### src/rtl/decoder_pulse_nto2n_pkg.sv
// Shared state encoding and one-hot helper for the pulse decoder.
// onehot() is sized for the widest supported index (8 bits, 256 outputs).
package decoder_pulse_nto2n_pkg;

  localparam int MAX_SEL = 8;
  localparam int MAX_OUT = 1 << MAX_SEL;

  typedef enum logic {
    IDLE   = 1'b0,
    ACTIVE = 1'b1
  } state_t;

  function automatic logic [MAX_OUT-1:0] onehot(input logic [MAX_SEL-1:0] index,
                                                input int                 width);
    logic [MAX_OUT-1:0] v;
    v = '0;
    if (int'(index) < width) v[index] = 1'b1;
    return v;
  endfunction

endpackage

### src/rtl/decoder_pulse_nto2n_pulse_counter.sv
// Load/decrement strobe-length counter; tc flags the last cycle of a strobe.
// Decrement saturates at 1 so an active strobe never wraps.
module decoder_pulse_nto2n_pulse_counter #(
  parameter  int PULSE_CYCLES = 1,
  localparam int CW           = $clog2(PULSE_CYCLES + 1)
) (
  input  logic clock,
  input  logic reset,
  input  logic clr,
  input  logic load,
  input  logic dec,
  output logic tc
);

  logic [CW-1:0] cnt;

  always_ff @(posedge clock or negedge reset) begin
    if (!reset) begin
      cnt <= '0;
    end else if (clr) begin
      cnt <= '0;
    end else if (load) begin
      cnt <= CW'(PULSE_CYCLES);
    end else if (dec && (cnt > CW'(1))) begin
      cnt <= cnt - CW'(1);
    end
  end

  assign tc = (cnt == CW'(1));

endmodule

### src/rtl/decoder_pulse_nto2n.sv
// Registered N-to-2^N one-hot decoder with timed strobes (or held levels)
// and a one-deep pending slot so back-to-back requests give gapless strobes.
module decoder_pulse_nto2n
  import decoder_pulse_nto2n_pkg::*;
#(
  parameter  int SEL_WIDTH    = 2,
  parameter  int PULSE_CYCLES = 1,
  parameter  int PULSE_MODE   = 1,
  localparam int NOUT         = 1 << SEL_WIDTH
) (
  input  logic                 clock,
  input  logic                 reset,
  input  logic                 Req,
  input  logic [SEL_WIDTH-1:0] A,
  input  logic                 Clear,
  output logic [NOUT-1:0]      B,
  output logic                 Ready,
  output logic                 Busy,
  output logic                 Overflow
);

  state_t               state;
  logic                 pend_vld;
  logic [SEL_WIDTH-1:0] pend_idx;
  logic [NOUT-1:0]      oh_a;
  logic [NOUT-1:0]      oh_p;
  logic                 acc;
  logic                 tc;
  logic                 ctr_clr;
  logic                 ctr_load;
  logic                 ctr_dec;

  assign oh_a  = NOUT'(onehot(MAX_SEL'(A), NOUT));
  assign oh_p  = NOUT'(onehot(MAX_SEL'(pend_idx), NOUT));
  assign acc   = Req && Ready && !Clear;
  assign Ready = !pend_vld;
  assign Busy  = (B != '0) || pend_vld;

  always_comb begin
    ctr_clr  = 1'b0;
    ctr_load = 1'b0;
    ctr_dec  = 1'b0;
    if (PULSE_MODE != 0) begin
      if (Clear) begin
        ctr_clr = 1'b1;
      end else if (state == IDLE) begin
        ctr_load = acc;
      end else if (tc) begin
        // Reload on handoff so the next strobe follows with no zero cycle.
        if (pend_vld || acc) ctr_load = 1'b1;
        else                 ctr_clr  = 1'b1;
      end else begin
        ctr_dec = 1'b1;
      end
    end
  end

  decoder_pulse_nto2n_pulse_counter #(
    .PULSE_CYCLES (PULSE_CYCLES)
  ) u_pulse_counter (
    .clock (clock),
    .reset (reset),
    .clr   (ctr_clr),
    .load  (ctr_load),
    .dec   (ctr_dec),
    .tc    (tc)
  );

  always_ff @(posedge clock or negedge reset) begin
    if (!reset) begin
      state    <= IDLE;
      B        <= '0;
      pend_vld <= 1'b0;
      pend_idx <= '0;
      Overflow <= 1'b0;
    end else begin
      // Clear drops a colliding request silently, so it never overflows.
      Overflow <= Req && !Ready && !Clear;
      if (Clear) begin
        state    <= IDLE;
        B        <= '0;
        pend_vld <= 1'b0;
      end else if (PULSE_MODE == 0) begin
        if (acc) B <= oh_a;
      end else begin
        case (state)
          IDLE: begin
            if (acc) begin
              state <= ACTIVE;
              B     <= oh_a;
            end
          end
          ACTIVE: begin
            if (tc) begin
              if (pend_vld) begin
                B        <= oh_p;
                pend_vld <= 1'b0;
              end else if (acc) begin
                B <= oh_a;
              end else begin
                state <= IDLE;
                B     <= '0;
              end
            end else if (acc) begin
              pend_vld <= 1'b1;
              pend_idx <= A;
            end
          end
          default: begin
            state <= IDLE;
            B     <= '0;
          end
        endcase
      end
    end
  end

endmodule
### config.mk
export PLATFORM = sky130hd
export DESIGN_NAME = decoder_pulse_nto2n
export DESIGN_NICKNAME = d
export VERILOG_FILES = /design/src/rtl/decoder_pulse_nto2n_pkg.sv /design/src/rtl/decoder_pulse_nto2n_pulse_counter.sv /design/src/rtl/decoder_pulse_nto2n.sv
export SDC_FILE = /design/constraint.sdc
export NUM_CORES = 1
export LEC_CHECK = 0
export ABC_AREA = 1
export CAP_MARGIN = 20
export CORE_AREA = 4 4 41 43
export CTS_CLUSTER_DIAMETER = 50
export DETAILED_ROUTE_END_ITERATION = 7
export DIE_AREA = 0 0 45 47
export GPL_ROUTABILITY_DRIVEN = 0
export GPL_TIMING_DRIVEN = 0
export PLACE_DENSITY = 0.74
export SLEW_MARGIN = 20
export SYNTH_ARGS = -nofsm -noshare
export SYNTH_HDL_FRONTEND = slang
export SYNTH_SLANG_ARGS = --single-unit
### constraint.sdc
create_clock -name clock -period 1.2 [get_ports clock]
set_clock_uncertainty 0.1 [all_clocks]
set_input_delay 0.36 -clock clock [delete_from_list [all_inputs] [get_ports clock]]
set_output_delay 0.36 -clock clock [all_outputs]
set_load 0.02 [all_outputs]
======== Word-level counts from Yosys, hierarchy flattened ========
Cells that the tools add are included.
Widths: inputs -> output; s select.
word-level totals
  logic and storage cells ................. 68
  input port bits ......................... 6
  bits in registers ....................... 10
operators by class
  mux-type cells .......................... 33
  magnitude comparators ................... 5
  reduce and logical (&&, ||, !) cells .... 18
  bitwise operators ....................... 3
  equal/unequal tests ..................... 2
  add/subtract/negate cells ............... 1
operators by type and width
  operator             number
  $mux 1               24
  $mux 4               5
  $lt 2x9->1 const B   2
  $pmux 4 s2           1
  $logic_and 1x1->1    7
  $reduce_bool 3->1    2
  $demux 1 s2          2
  $ge 2x1->1 const B   2
  $reduce_and 2->1     2
  $reduce_and 4->1     1
  $reduce_bool 4->1    1
  $ne 3x2->1 const B   1
  $ne 3x3->1 const B   1
  $not 1->1            3
  $logic_not 1->1      2
  $logic_or 1x1->1     2
  $pmux 1 s2           1
  $reduce_bool 2->1    1
  $gt 1x1->1 const B   1
  $sub 1x1->1 const B  1

======== Depth between registers and ports, before layout ========
Gate-level depths: netlist (run 1).
  depth after elaboration ................. 10
  gate-level depth with buffers ........... 8
  mapped depth without buffers ............ 7

======== Modules after synthesis ========
Synthesis (run 1) repeated with hierarchy kept, for this count alone.
second synthesis, totals
  cells, all modules ...................... 80
  area total of the unflattened synthesis .. 585.6 um^2
by module, submodules not included
  module                             sequential area each (um^2)  times used  cells each  area each (um^2)
  decoder_pulse_nto2n                225.2                        1           77          553.0
  decoder_pulse_nto2n_pulse_counter  25.0                         1           3           32.5

======== Least setup slack after synthesis (run 1) ========
OpenSTA, ideal clock, no wires.
  kind .................................... register to output
  start ................................... register B[1]
  end ..................................... output port Busy
  cell stages (with the launch flop) ...... 3
  path slack .............................. -0.160 ns
  path buffers ............................ 0
  arrival ................................. 0.900 ns
  cell sequence ........................... dfrtp_1 > nor4_1 > nand2_1
between the ends
  longest elaborated chain between the ends .. 2
RTL lines
  element                   RTL line                   source
  start: declaration        decoder_pulse_nto2n.sv:16  output logic [NOUT-1:0] B,
  start signal: assignment  decoder_pulse_nto2n.sv:84  if (acc) B <= oh_a;
  start signal: assignment  decoder_pulse_nto2n.sv:90  B <= oh_a;
  start signal: assignment  decoder_pulse_nto2n.sv:96  B <= oh_p;
  $reduce_bool 4->1         decoder_pulse_nto2n.sv:37  assign Busy = (B != '0) || pend_vld;
  $logic_or 1x1->1          decoder_pulse_nto2n.sv:37
  end: declaration          decoder_pulse_nto2n.sv:18  output logic Busy,
Every way passes these cells.

======== Final worst setup path (run 1) ========
  start ................................... register B[2]
  end ..................................... output port Busy
Same word-level chain as after synthesis.

==> flow_metrics.env, run 1 <==
export IMPL_final_area_um2=910
export IMPL_grt_max_degree=11
export IMPL_tightest_slew_ns=0.466
export IMPL_first_pass_iters=4
export IMPL_setup_viol=14
export IMPL_violations="setup timing"
export IMPL_rsz0062_at_grt="yes"
export IMPL_synth_fp_nets=89
export IMPL_fp_coreArea_um2=1300
export IMPL_path_buf_inv=1
export IMPL_crit_type="reg -> out"
export IMPL_grt_pass1_vias=553
export IMPL_yosysWarnings=0
export IMPL_cts_hold_buf=0
export IMPL_drt_iter0_drc=7
export IMPL_clk_pin_slew_worst_paths_ns=0.07
export IMPL_max_freq_ghz=0.598
export IMPL_htreeDepth=1
export IMPL_vdd_drop_max_v=0.000782
export IMPL_cts_max_path_buffers=2
export IMPL_dp_hpwl_um=993
export IMPL_vias=594
export IMPL_grt_usage=0.157
export IMPL_nNetsFinal=111
export IMPL_drive_above_1_share=0.442
export IMPL_clock_latency_ns=0.27
export IMPL_post_dp_cell_area_um2=759
export IMPL_synth_cell_types=17
export IMPL_dieArea_um2=2120
export IMPL_dp_cells=110
export IMPL_synth_largest_area_cell="dfrtp_1"
export IMPL_synth_seq_cells=10
export IMPL_p_leak_nw=0.458
export IMPL_wl_per_cell_um=12.6
export IMPL_syn_inst=83
export IMPL_crit_path_end_kind="output pin"
export IMPL_power_density_nw_per_um2=1200
export IMPL_hold_viol_final=0
export IMPL_synth_seq_area_share=0.405
export IMPL_avgViaCountPerCell=4.99
export IMPL_synth_area_um2=618
export IMPL_cap_violations=0
export IMPL_die_x_um=45
export IMPL_num_antenna_cells=0
export IMPL_preCtsSetupSlack_ns=-0.553
export IMPL_crit_family="flip-flops"
export IMPL_ant_nets=0
export IMPL_grt_pass1_wl_mm=2.30
export IMPL_crit_fanout=3
export IMPL_rows=13
export IMPL_filler_cell_count=103
export IMPL_num_io_pins=13
export IMPL_slew_violations=0
export IMPL_holdCritPathClass="in -> async"
export IMPL_mostFrequentLayoutCell="nand2_1"
export IMPL_wl_mm=1.50
export IMPL_worstPathRequired_ns=0.74
export IMPL_slowest_delay_ns=0.41
export IMPL_gr_total_overflow=0
export IMPL_crit_chain="nor4_2, nand2_1, buf_6"
export IMPL_min_period_ns=1.67
export IMPL_syn_to_final_growth_pct=47.2
export IMPL_antenna_found_initial=0
export IMPL_setup_slack_ns=-0.471
export IMPL_cts_root_buffer="clkbuf_4"
export IMPL_final_util=0.699
export IMPL_initial_core_util=0.475
export IMPL_stdcell_count=119
export IMPL_syn_area_per_cell_um2=7.45
export IMPL_synth_top_cell_area_share=0.405
export IMPL_hold_ws_ns=0.308
export IMPL_final_cell_mix="nand2_1 (27), dfrtp_1 (7), buf_6 (7), buf_4 (7)"
export IMPL_numClockSinks=10
export IMPL_period_share=1.39
export IMPL_cpMaxStageDelayCell="dfrtp_1"
export IMPL_arrival_ns=1.21
export IMPL_cts_tree="built"
export IMPL_status="complete, but fails checks"
export IMPL_cts_buffers_inserted=3
export IMPL_die_h_um=47
export IMPL_critPathLaunchType="flip-flop"
export IMPL_slew_headroom=0.689
export IMPL_port_buffers=12
export IMPL_drc_errors=0
export IMPL_synthTopCellsByArea="dfrtp_1 (40%), nand2_1 (18%), nand3_1 (8.1%), nand2_4 (7.3%), nor2_1 (4.3%)"
## cells in the mapped netlist
cell type   n
nor4_1      1
o21ai_1     3
nand3_2     1
nand2_2     1
nand2_4     4
inv_2       2
nor2_4      1
inv_6       1
nor2_1      7
o21ai_0     2
nand2_1    30
buf_6       2
nand3_1    10
dfrtp_1    10
nor2_2      2
inv_1       5
nor3_1      1
## state kept, by name, summed over array words and instances, names as in the netlist
name / flops
Overflow: 1
u_pulse_counter.tc: 1
pend_vld: 1
state: 1
pend_idx: 2
B: 4
## per-layer routing
metal  up-vias  global-route usage  wire, um
li1        304                   -         -
met1       274               0.170       675
met2        12               0.274       716
met3         4              0.0460        62
met4         0              0.0877        41
met5         -                   0         0
## path summary, 6_finish.rpt
path,startpoint,endpoint,slack [ns],cells after the start
min in group clock,B[0],B[0],0.43,2
setup / recovery,B[2],Busy,-0.47,3
setup reg to reg,pend_vld,u_pulse_counter.tc,-0.04,6
hold / removal,reset,B[2],0.31,1
hold reg to reg,B[0],B[0],0.43,2
max in group asynchronous,reset,B[0],0.35,1
## worst reg2reg max path: stages (launching register included)
cell,delay [ns]
dfrtp_2,0.45
buf_6,0.15
nor2_4,0.18
nand2_4,0.11
nand2_1,0.07
nor2_1,0.04
nor2_1,0.08
## cell type report
class	instances	area (um2)	share of cell area
Tap cell	15	18.8	0.0206
Buffer	1	11.3	0.0124
Clock buffer	4	26.3	0.0289
Inverter	8	37.5	0.0413
Multi-Input combinational cell	63	394	0.433
Timing Repair Buffer	18	168	0.184
Sequential cell	10	254	0.279
## cell families after synthesis
logic type	count (synthesis)	share of synthesized area
AO/OA/AOI/OAI	5	0.0405
buffers and inverters	10	0.0931
flip-flops	10	0.405
AND/OR/NAND/NOR	58	0.462
## repair_timing
item,CTS,global route
pin swaps,9,10
endpoints found under the setup margin,15,15
gates cloned,0,0
resized for setup,41,25
hold endpoints to repair,0,0
setup buffers,3,4
## metrics by stage
stage,TNS (ns),total power [W]
2_1_floorplan,-0.142,0.000636
3_3_place_gp,-5.28,0.000744
3_5_place_dp,-5.46,0.000755
4_1_cts,-1.41,0.00104
5_1_grt,-2.07,0.00116
6_report,-1.39,0.00109
## power by group
group,internal [W],switching (W)
sequential,0.000384,0.0000543
clock,0.000129,0.000121
combinational,0.000178,0.000228
total,0.000691,0.000403
Power figures use the tool's default switching activity.
==> inputs of run 2 (changes only) <==
--- a/config.mk
+++ b/config.mk
@@ -7,13 +7,15 @@
 export LEC_CHECK = 0
 export ABC_AREA = 1
 export CAP_MARGIN = 20
-export CORE_AREA = 4 4 41 43
+export CELL_PAD_IN_SITES_DETAIL_PLACEMENT = 0
+export CELL_PAD_IN_SITES_GLOBAL_PLACEMENT = 1
+export CORE_MARGIN = 4
+export CORE_UTILIZATION = 34
 export CTS_CLUSTER_DIAMETER = 50
 export DETAILED_ROUTE_END_ITERATION = 7
-export DIE_AREA = 0 0 45 47
 export GPL_ROUTABILITY_DRIVEN = 0
 export GPL_TIMING_DRIVEN = 0
-export PLACE_DENSITY = 0.74
+export PLACE_DENSITY_LB_ADDON = 0.1
 export SLEW_MARGIN = 20
 export SYNTH_ARGS = -nofsm -noshare
 export SYNTH_HDL_FRONTEND = slang
==> run 2 against run 1 <==
The run still ends with setup timing left. Worst setup slack better by 0.0049 ns. Via count fell by 3.7%. Combinational power up 2%. Power is essentially flat. Critical path type unchanged. Sequential power is essentially flat. Worst hold slack better by 0.0051 ns. Largest cell class unchanged. Largest power group unchanged.
==> flow_metrics.env, run 2 (same netlist as run 1, synthesis figures left out) <==
export IMPL_holdCritPathClass="in -> async"
export IMPL_worstPathRequired_ns=0.74
export IMPL_grt_max_degree=11
export IMPL_crit_type="reg -> out"
export IMPL_cts_max_path_buffers=2
export IMPL_gr_usage_met3=0.0504
export IMPL_violations="setup timing"
export IMPL_crit_fanout=3
export IMPL_grt_pass1_vias=580
export IMPL_tightest_slew_ns=0.457
export IMPL_final_area_um2=953
export IMPL_slowest_delay_ns=0.43
export IMPL_crit_path_end_kind="output pin"
export IMPL_top_register="B"
export IMPL_gr_total_overflow=0
export IMPL_num_io_pins=13
export IMPL_largest_reg_flops=4
export IMPL_clk_pin_slew_worst_paths_ns=0.06
export IMPL_syn_to_final_growth_pct=54.3
export IMPL_port_buffers=12
export IMPL_ant_nets=0
export IMPL_grtUsageMet1=0.171
export IMPL_slew_headroom=0.694
export IMPL_die_h_um=50.6
export IMPL_vias=572
export IMPL_setup_slack_ns=-0.466
export IMPL_die_x_um=50.6
export IMPL_clock_latency_ns=0.26
export IMPL_power_w=0.00109
export IMPL_crit_chain="nor4_4, nand2_1, buf_6"
export IMPL_drc_errors=0
export IMPL_max_freq_ghz=0.600
export IMPL_min_period_ns=1.67
export IMPL_rows=15
export IMPL_status="complete, but fails checks"
export IMPL_fp_coreArea_um2=1730
export IMPL_mostFrequentLayoutCell="nand2_1"
export IMPL_path_buf_inv=1
export IMPL_top_regs="B x4, pend_idx x2"
export IMPL_cts_tree="built"
export IMPL_setup_viol=10
export IMPL_crit_start="B[1]"
export IMPL_grt_busiest_layer="met2"
export IMPL_post_dp_cell_area_um2=772
export IMPL_cts_hold_buf=0
export IMPL_use_met2=0.211
export IMPL_cts_buffers_inserted=3
export IMPL_p_leak_nw=0.485
export IMPL_grt_pass1_wl_mm=2.62
export IMPL_first_pass_iters=2
export IMPL_wl_per_cell_um=10.7
export IMPL_drive_above_1_share=0.442
export IMPL_htreeDepth=1
export IMPL_hold_viol_final=0
export IMPL_avgViaCountPerCell=4.43
export IMPL_num_antenna_cells=0
export IMPL_arrival_ns=1.21
export IMPL_cap_violations=0
export IMPL_slew_violations=0
export IMPL_period_share=1.39
export IMPL_dieArea_um2=2560
export IMPL_rsz0062_at_grt="yes"
export IMPL_cpMaxStageDelayCell="dfrtp_2"
export IMPL_cts_root_buffer="clkbuf_4"
export IMPL_dp_hpwl_um=988
export IMPL_hold_ws_ns=0.314
export IMPL_vdd_drop_max_v=0.000687
export IMPL_crit_family="flip-flops"
export IMPL_rrSetupSlack_ns=-0.01
export IMPL_nNetsFinal=111
export IMPL_final_cell_mix="nand2_1 (26), buf_6 (12), nand3_1 (8), dfrtp_1 (7), inv_1 (5)"
export IMPL_grt_usage=0.133
export IMPL_r2r_start="pend_vld"
export IMPL_initial_core_util=0.358
export IMPL_antenna_found_initial=0
export IMPL_wl_mm=1.37
export IMPL_numClockSinks=10
export IMPL_critPathLaunchType="flip-flop"
export IMPL_drt_iter0_drc=5
export IMPL_power_density_nw_per_um2=1150
[run 2: changes by cell type in the layout (fill, tap and decap cells not counted), sizes merged]
cell	delta
clkdlybuf4s50	-2
dlymetal6s2s	+2
[run 2: cell type report]
cell class | instances | area (um2)
Clock buffer | 4 | 26.3
Fill cell | 176 | 773
Multi-Input combinational cell | 63 | 402
Tap cell | 25 | 31.3
Inverter | 8 | 37.5
Buffer | 1 | 11.3
Sequential cell | 10 | 254
Timing Repair Buffer | 18 | 191
[run 2: final timing paths]
| kind | to | cells after the start |
|---|---|---|
| setup reg to reg | pend_idx[0] | 5 |
| hold reg to reg | B[1] | 2 |
| max in group asynchronous | pend_vld | 1 |
| min in group clock | pend_idx[0] | 3 |
| hold / removal | Overflow | 1 |
| setup / recovery | Busy | 3 |
[run 2: worst reg2reg max path: stages, from the launching register on]
cell and delay [ns]:
dfrtp_2 0.45, buf_6 0.16, nor2_4 0.15, nand3_4 0.12, nand2_1 0.07, o21ai_1 0.06
[run 2: stage by stage]
stage               setup WS [ns]  std cells  setup TNS (ns)   util
detailed placement         -0.576        120           -5.70  0.447
floorplan                  -0.142         83          -0.142      -
finish                     -0.466        129           -1.38  0.552
CTS                        -0.438        128           -1.47  0.495
global route               -0.537        129           -2.14  0.552
global placement           -0.563        120           -5.59  0.447
[run 2: repair_timing]
action | CTS | global route
gates resized for setup | 48 | 27
pin swaps | 9 | 4
setup endpoints to repair | 15 | 15
gates cloned | 0 | 0
setup buffers | 4 | 4
[run 2: per-layer routing]
layer  part of all wire  up-vias
li1                   -      304
met1               0.45      256
met2               0.48       12
met3              0.063        0
met4                  0        0
met5                  0        -
[run 2: where the power goes]
part	internal (W)	total (W)	switching, W
registers	0.000384	0.000441	0.0000568
logic	0.000191	0.000413	0.000222
clock network	0.000128	0.000239	0.000111
